<file path="config.mk">
export PLATFORM = sky130hd
export DESIGN_NAME = hazard_detection_unit
export DESIGN_NICKNAME = d
export VERILOG_FILES = /design/src/rtl/hazard_pkg.sv /design/src/rtl/hazard_sat_counter.sv /design/src/rtl/hazard_detection_unit.sv
export SDC_FILE = /design/constraint.sdc
export NUM_CORES = 1
export LEC_CHECK = 0
export CELL_PAD_IN_SITES_DETAIL_PLACEMENT = 1
export CELL_PAD_IN_SITES_GLOBAL_PLACEMENT = 1
export CORE_UTILIZATION = 33
export DETAILED_ROUTE_END_ITERATION = 10
export PLACE_DENSITY = 0.88
export SLEW_MARGIN = 0
export SYNTH_ARGS = -nofsm -noshare
export SYNTH_HDL_FRONTEND = slang
export SYNTH_SLANG_ARGS = --single-unit
</file>
<file path="constraint.sdc">
create_clock -name Clk -period 1.8 [get_ports Clk]
set_input_delay 0.18 -clock Clk [delete_from_list [all_inputs] [get_ports Clk]]
set_output_delay 0.18 -clock Clk [all_outputs]
set_load 0.01 [all_outputs]
</file>
<file path="src/rtl/hazard_pkg.sv">
// Shared types and defaults for the pipeline hazard detection unit.
package hazard_pkg;
    typedef enum logic {
        RUN  = 1'b0,
        WAIT = 1'b1
    } hazard_state_e;

    localparam int ZERO_REG    = 0;
    localparam int DEF_REG_W   = 5;
    localparam int DEF_CNT_W   = 16;
    localparam int DEF_TIMEOUT = 64;
endpackage

</file>
<file path="src/rtl/hazard_sat_counter.sv">
// Event counter that sticks at all-ones instead of wrapping.
module hazard_sat_counter #(
    parameter int width = 16
) (
    input  logic             clk,
    input  logic             rst_n,
    input  logic             inc,
    output logic [width-1:0] count
);
    // Count one per enabled cycle until saturated.
    always_ff @(posedge clk or negedge rst_n) begin
        if (!rst_n) begin
            count <= {width{1'b0}};
        end else if (inc && (count != {width{1'b1}})) begin
            count <= count + width'(1);
        end else begin
            count <= count;
        end
    end
endmodule

</file>
<file path="src/rtl/hazard_detection_unit.sv">
// Pipeline stall/freeze/flush control with saturating event counters and
// a sticky memory-timeout flag.
module hazard_detection_unit
    import hazard_pkg::*;
#(
    parameter int REG_W   = DEF_REG_W,
    parameter int CNT_W   = DEF_CNT_W,
    parameter int TIMEOUT = DEF_TIMEOUT
) (
    input  logic             Clk,
    input  logic             Reset_n,
    input  logic             IDEX_MemRead,
    input  logic             EXMEM_MemReq,
    input  logic             Mem_Ready,
    input  logic             EXMEM_BranchTaken,
    input  logic             IFID_UsesRm,
    input  logic             IFID_UsesRn,
    input  logic [REG_W-1:0] IDEX_WriteRegister,
    input  logic [REG_W-1:0] IFID_rm,
    input  logic [REG_W-1:0] IFID_rn,
    output logic             PCWrite,
    output logic             IFID_Write,
    output logic             IDEX_Write,
    output logic             EXMEM_Write,
    output logic             IDEX_Bubble,
    output logic             MEMWB_Bubble,
    output logic             IFID_Flush,
    output logic             IDEX_Flush,
    output logic             EXMEM_Flush,
    output logic [CNT_W-1:0] StallCount,
    output logic [CNT_W-1:0] FreezeCount,
    output logic [CNT_W-1:0] FlushCount,
    output logic             MemTimeout
);
    localparam int WAIT_W = $clog2(TIMEOUT + 1);

    hazard_state_e     state_r;
    hazard_state_e     state_s;
    logic [WAIT_W-1:0] wait_cnt_r;
    logic [WAIT_W-1:0] wait_cnt_s;
    logic              timeout_r;
    logic              timeout_s;
    logic              freeze_s;
    logic              flush_s;
    logic              load_use_s;
    logic              rm_hit_s;
    logic              rn_hit_s;

    // Event decode; priority is freeze, then branch flush, then load-use.
    always_comb begin
        freeze_s   = EXMEM_MemReq & ~Mem_Ready;
        flush_s    = EXMEM_BranchTaken & ~freeze_s;
        rm_hit_s   = IFID_UsesRm & (IFID_rm == IDEX_WriteRegister);
        rn_hit_s   = IFID_UsesRn & (IFID_rn == IDEX_WriteRegister);
        load_use_s = ~freeze_s & ~flush_s & IDEX_MemRead
                   & (IDEX_WriteRegister != REG_W'(ZERO_REG))
                   & (rm_hit_s | rn_hit_s);
    end

    // Mealy pipeline controls; all enables drop while in reset.
    always_comb begin
        PCWrite      = 1'b1;
        IFID_Write   = 1'b1;
        IDEX_Write   = 1'b1;
        EXMEM_Write  = 1'b1;
        IDEX_Bubble  = 1'b0;
        MEMWB_Bubble = 1'b0;
        IFID_Flush   = 1'b0;
        IDEX_Flush   = 1'b0;
        EXMEM_Flush  = 1'b0;
        if (!Reset_n) begin
            PCWrite     = 1'b0;
            IFID_Write  = 1'b0;
            IDEX_Write  = 1'b0;
            EXMEM_Write = 1'b0;
        end else if (freeze_s) begin
            PCWrite      = 1'b0;
            IFID_Write   = 1'b0;
            IDEX_Write   = 1'b0;
            EXMEM_Write  = 1'b0;
            MEMWB_Bubble = 1'b1;
        end else if (flush_s) begin
            IFID_Flush  = 1'b1;
            IDEX_Flush  = 1'b1;
            EXMEM_Flush = 1'b1;
        end else if (load_use_s) begin
            PCWrite     = 1'b0;
            IFID_Write  = 1'b0;
            IDEX_Bubble = 1'b1;
        end else begin
            PCWrite = 1'b1;
        end
    end

    // Next state and wait-run length; the first frozen cycle counts as one.
    always_comb begin
        state_s    = RUN;
        wait_cnt_s = {WAIT_W{1'b0}};
        if (freeze_s) begin
            state_s = WAIT;
            if (state_r != WAIT) begin
                wait_cnt_s = WAIT_W'(1);
            end else if (wait_cnt_r == WAIT_W'(TIMEOUT)) begin
                wait_cnt_s = wait_cnt_r;
            end else begin
                wait_cnt_s = wait_cnt_r + WAIT_W'(1);
            end
        end else begin
            state_s    = RUN;
            wait_cnt_s = {WAIT_W{1'b0}};
        end
        timeout_s = timeout_r | (freeze_s & (wait_cnt_s == WAIT_W'(TIMEOUT)));
    end

    // State, wait counter and sticky timeout registers.
    always_ff @(posedge Clk or negedge Reset_n) begin
        if (!Reset_n) begin
            state_r    <= RUN;
            wait_cnt_r <= {WAIT_W{1'b0}};
            timeout_r  <= 1'b0;
        end else begin
            state_r    <= state_s;
            wait_cnt_r <= wait_cnt_s;
            timeout_r  <= timeout_s;
        end
    end

    assign MemTimeout = timeout_r;

    hazard_sat_counter #(.width(CNT_W)) u_stall_cnt (
        .clk(Clk), .rst_n(Reset_n), .inc(load_use_s), .count(StallCount)
    );
    hazard_sat_counter #(.width(CNT_W)) u_freeze_cnt (
        .clk(Clk), .rst_n(Reset_n), .inc(freeze_s), .count(FreezeCount)
    );
    hazard_sat_counter #(.width(CNT_W)) u_flush_cnt (
        .clk(Clk), .rst_n(Reset_n), .inc(flush_s), .count(FlushCount)
    );
endmodule

</file>
Word level (Yosys, flattened, before mapping)
Index checks and enable logic that the tools add are counted.
{ "op_classes": {"add_sub_neg": 4, "n_eq_ne": 7, "mux": 18, "bitwise": 14, "n_reduce_logical": 4} }
{ "op_table": {"columns": ["operator", "count"], "rows": [
  ["$add 16x1->16 const B", 3],
  ["$ne 16x16->1 const B", 3],
  ["$mux 7", 3],
  ["$mux 1", 15],
  ["$eq 7x7->1 const B", 2],
  ["$eq 5x5->1", 2],
  ["$and 1x1->1", 9],
  ["$add 7x1->7 const B", 1],
  ["$reduce_bool 5->1", 1],
  ["$logic_and 1x1->1", 3],
  ["$not 1->1", 3],
  ["$or 1x1->1", 2]
]} }
{ "totals": {"register_bits": 57, "wordCells": 53} }

Depth between registers and ports, before layout
{ "logic_depth": {"depth_word": 13, "mapped_depth": 7, "depth_no_buf": 7} }

By module
Synthesis repeated with hierarchy kept, for this count alone.
{ "hier_totals": {"hier_cells": 291, "area_unflattened_um2": 3251.9} }
{ "modules_own_cells": {"columns": ["module", "instances", "cells_each", "area_each_um2"], "rows": [
  ["hazard_sat_counter", 3, 72, 859.6],
  ["hazard_detection_unit", 1, 75, 673.1]
]} }

Worst setup path after synthesis
Ideal clock, no wire load.
{ "synth_path": {"path_type": "register to register", "from": "register u_flush_cnt.count[10]", "to": "register u_flush_cnt.count[1]", "arrival_ns": 1.592, "path_slack_ns": 0.083, "path_stages_with_launch": 6, "synth_period_minus_slack_ns": 1.717, "cell_sequence": "dfrtp_1 -> nand4_2 -> or2_4 -> nor4_4 -> nor3_2 -> mux2_4"} }
{ "synth_between": {"elab_chain_cells": 2} }
{ "synth_lines": {"columns": ["element", "line_no", "source"], "rows": [
  ["start: declaration", "hazard_sat_counter.sv:8", "output logic [width-1:0] count"],
  ["start signal: assignment", "hazard_sat_counter.sv:13", "count <= {width{1'b0}};"],
  ["start signal: assignment", "hazard_sat_counter.sv:15", "count <= count + width'(1);"],
  ["start signal: assignment", "hazard_sat_counter.sv:17", "count <= count;"],
  ["$ne 16x16->1", "hazard_sat_counter.sv:14", "end else if (inc && (count != {width{1'b1}})) begin"],
  ["$logic_and 1x1->1", "hazard_sat_counter.sv:14", null]
]} }
No other way between the ends.
A chain may end at the register's enable or synchronous reset.

Worst setup path after layout
{ "layout_path": {"from": "input port IFID_rm[4]", "to": "output port IDEX_Bubble"} }
{ "layout_between": {"elab_chain_cells": 8} }
{ "layout_lines": {"columns": ["element", "line_no", "source"], "rows": [
  ["start: declaration", "hazard_detection_unit.sv:19", "input logic [REG_W-1:0] IFID_rm,"],
  ["$eq 5x5->1", "hazard_detection_unit.sv:53", "rm_hit_s = IFID_UsesRm & (IFID_rm == IDEX_WriteRegister);"],
  ["$and 1x1->1", "hazard_detection_unit.sv:53", null],
  ["$or 1x1->1", "hazard_detection_unit.sv:57", "& (rm_hit_s | rn_hit_s);"],
  ["$and 1x1->1", "hazard_detection_unit.sv:57", null],
  ["$mux 1", "hazard_detection_unit.sv:86", "end else if (load_use_s) begin"],
  ["$mux 1", "hazard_detection_unit.sv:82", "end else if (flush_s) begin"],
  ["$mux 1", "hazard_detection_unit.sv:76", "end else if (freeze_s) begin"],
  ["$mux 1", "hazard_detection_unit.sv:71", "if (!Reset_n) begin"],
  ["end: declaration", "hazard_detection_unit.sv:25", "output logic IDEX_Bubble,"]
]} }
No other way between the ends.

==> impl_summary.log <==
[metrics] status: finished clean
[metrics] cell at the root of the clock tree: sky130_fd_sc_hd__clkbuf_8
[metrics] maximum number of buffers from clock root to sink: 2
[metrics] number of remaining DRC errors: 0
[metrics] post-DR vias/cell: 5.06
[metrics] Post-Syn Instances: 294
[metrics] layout overhead on the synthesized area: 50.9%
[metrics] area of the die: 9480 sq um
[metrics] register clock-pin slew on the reported worst setup and hold paths: 0.06 ns
[metrics] maximum ir drop on the vdd rail: 0.599 mV
[metrics] largest net degree at the start of global routing: 58
[metrics] RSZ-0062 raised after global routing: yes
[metrics] number of I/O port buffers: 80
[metrics] clock tree from TritonCTS: done
[metrics] mapped cell area: 3000 sq um
[metrics] GR Overflow Total: 0
[metrics] CP arrival: 1.62 ns
[metrics] number of enable flip-flop cells after synthesis: 0
[metrics] Clock Skews: 0.00860 ns
[metrics] Layout Utilization: 0.517
[metrics] horizontal extent of the die: 97.4 microns
[metrics] Inserted Clock Buffers: 9
[metrics] number of top-level design ports: 81
[metrics] number of non-filler instances in the completed layout: 539
[metrics] Setup Total Neg Slack: 0 ns
[metrics] number of clock sinks seen by CTS: 57
[metrics] standard cell area after detailed placement: 4210 sq um
[metrics] count of vias placed by the detailed router: 2729
[metrics] number of H-tree branching levels: 3
[metrics] Setup Crit Path Kind: input port to primary output
[metrics] headroom to the max-slew limit: 0.507
[metrics] syn avg cell area: 10.2 sq um
[metrics] crit path cell chain: clkdlybuf4s50_1 -> xnor2_1 -> nand4_1 -> o22ai_4 -> and3_1 -> buf_2
[metrics] CP max FO: 3
[metrics] endpoint class of the critical path: primary output
[metrics] clock period minus worst slack: 1.80 ns
[metrics] startpoint type of the worst setup path: input port
[metrics] drt total wl: 8.76 mm
[metrics] total of fill cells in the finished design: 998
[metrics] leading post-synthesis cells by cell area: sky130_fd_sc_hd__dfrtp_1 (48%), sky130_fd_sc_hd__xnor2_1 (12%), sky130_fd_sc_hd__nand3_1 (4.7%), sky130_fd_sc_hd__xor2_1 (4.1%), sky130_fd_sc_hd__nand2_1 (2.8%)
[metrics] Avg WL per Cell: 16.3 microns
[metrics] final hold violation count: 0
[metrics] share of the synthesized area in the top cell type: 0.475
[metrics] Setup WS post-layout: 0.000416 ns
[metrics] wire length of the first global-routing pass: 14.6 mm
[metrics] commonest register cell after synthesis: sky130_fd_sc_hd__dfrtp_1
[metrics] Largest delay share family, worst path: buffers and inverters
[metrics] Synth Register Bits: 57
[metrics] overall global routing resource usage: 0.192
[metrics] static leakage: 2.03 nW
[metrics] worst path bufs/invs: 2
[metrics] count of placed standard cells including taps: 518
[metrics] Hold Path Class: input port to asynchronous set/reset pin
[metrics] worst stage delay on the critical path: 0.51 ns
[metrics] Synth Net Count: 322
[metrics] die height: 97.4 microns
[metrics] cell accounting for the most synthesized area: sky130_fd_sc_hd__dfrtp_1
[metrics] clock latency on the worst-skew pair: 0.33 ns
[metrics] fraction of synthesis flops using an asynchronous set or reset pin: 1.00
[metrics] number of design-rule violations left by the first detailed-router iteration: 46
[metrics] number of endpoints failing setup at the final stage: 0
[metrics] cell area after layout: 4530 sq um
[metrics] number of global-route vias before repair: 2933
[metrics] required time of the critical path: 1.62 ns
[metrics] final RePlAce weighted congestion: 0.799
[metrics] commonest cells after routing, fill and taps aside: sky130_fd_sc_hd__clkdlybuf4s50_1 (66), sky130_fd_sc_hd__dfrtp_1 (55), sky130_fd_sc_hd__buf_4 (49)
[metrics] Power Dens Cells: 832 nW/um^2
[metrics] critical path's slowest cell: sky130_fd_sc_hd__clkdlybuf4s50_1
[metrics] number of pins with negative max-slew slack in the final report: 0
[metrics] post-route antenna net violation count: 0
[metrics] final hold slack: 0.0511 ns
[metrics] post-placement setup slack: -0.632 ns
[metrics] Max Cap Viol: 0
[metrics] sequential area share after synthesis: 0.475
[metrics] final worst path period share: 1.00
[metrics] Synth warnings: 0
[metrics] synth unique cells: 47
[metrics] placement row count: 34
[metrics] most common cell after layout, fill and taps aside: sky130_fd_sc_hd__clkdlybuf4s50_1
[metrics] post-detailed-placement half-perimeter wirelength: 6.52 mm
[metrics] overall power of the completed layout: 3.77 mW
[metrics] initial antenna violation count: 0
[metrics] max frequency: 0.556 GHz
[metrics] initial core utilization: 0.343
[metrics] number of diodes added for antenna fixing: 0
[metrics] core region area: 8760 sq um
[metrics] fraction of layout cells with a size suffix above 1: 0.244
[metrics] Pre-Repair DR Iteration Count: 4
[metrics] net count reported at finish: 454
[metrics] Tightest Pin Transition: 0.739 ns
## cells in the mapped netlist (2+ instances only)
master                     instances
sky130_fd_sc_hd__xnor2_1          41
sky130_fd_sc_hd__nand3_1          28
sky130_fd_sc_hd__nand2_1          22
sky130_fd_sc_hd__and4_1            3
sky130_fd_sc_hd__or2_2             2
sky130_fd_sc_hd__mux2_2            4
sky130_fd_sc_hd__a31oi_1           3
sky130_fd_sc_hd__inv_1            15
sky130_fd_sc_hd__o21ai_0           4
sky130_fd_sc_hd__nor4_1            3
sky130_fd_sc_hd__and2_1            3
sky130_fd_sc_hd__buf_6             2
sky130_fd_sc_hd__xor2_1           14
sky130_fd_sc_hd__nand3b_1          2
sky130_fd_sc_hd__and3_1            9
sky130_fd_sc_hd__buf_4             4
sky130_fd_sc_hd__ha_1              5
sky130_fd_sc_hd__nand4_1          13
sky130_fd_sc_hd__nor2_1           20
sky130_fd_sc_hd__a21oi_1           9
sky130_fd_sc_hd__nor3_1            5
sky130_fd_sc_hd__buf_2             2
sky130_fd_sc_hd__dfrtp_1          57
## path summary, 6_finish.rpt
kind / cells after the start / from / end / slack (ns)
min: 2 / Reset_n / wait_cnt_r[3]$_DFF_PN0_ / 0.05
max reg2reg: 7 / wait_cnt_r[0]$_DFF_PN0_ / MemTimeout$_DFF_PN0_ / 0.11
max in group asynchronous: 2 / Reset_n / wait_cnt_r[0]$_DFF_PN0_ / 1.20
min in group Clk: 1 / state_r$_DFF_PN0_ / wait_cnt_r[0]$_DFF_PN0_ / 0.47
max: 6 / IFID_rm[4] / IDEX_Bubble / 0.0004
min reg2reg: 1 / state_r$_DFF_PN0_ / wait_cnt_r[0]$_DFF_PN0_ / 0.47
## sequential cells by signal, indices dropped and copies added, names as in the netlist
name                flops
u_freeze_cnt.count     16
MemTimeout              1
u_stall_cnt.count      16
state_r                 1
wait_cnt_r              7
u_flush_cnt.count      16
## logic make-up after synthesis
group,Yosys count,share of synthesized area
and+or+nand+nor,121,0.220
DFF,57,0.475
xor gates and xnor gates,55,0.160
AOI/OAI and AO/OA,26,0.0613
buffers and inverters,25,0.0421
muxes,5,0.0200
adders and majority gates,5,0.0208
## what timing repair did
action	4_1_cts	5_1_grt
endpoints found under the setup margin	10	24
pin swaps	3	1
hold buffers	0	0
gates resized for setup	29	23
setup buffers	2	2
gates cloned	0	1
## routing by layer
metal  vias up  global-route usage  part of all wire
li1       1285                   -                 -
met1      1359               0.237              0.42
met2        73               0.337              0.52
met3        12              0.0381             0.041
met4         0              0.0554             0.014
met5         -                   0                 0
## cell type report
class / instances / area (sq um) / share of cell area
multi-input combinational: 212 / 1560 / 0.344
sequential: 57 / 1430 / 0.315
timing repair buffer: 130 / 1160 / 0.256
tap: 108 / 135 / 0.0298
clock buffer: 10 / 128 / 0.0282
inverter: 16 / 61.3 / 0.0135
clock inverter: 6 / 58.8 / 0.0130
## where the power goes
group	total (mW)	leakage [nW]	switching, mW	internal, mW
logic	1.01	1.17	0.439	0.575
clock network	1.16	0.0998	0.525	0.632
registers	1.60	0.763	0.169	1.43
Note: power is estimated with default switching activity, not from simulation.
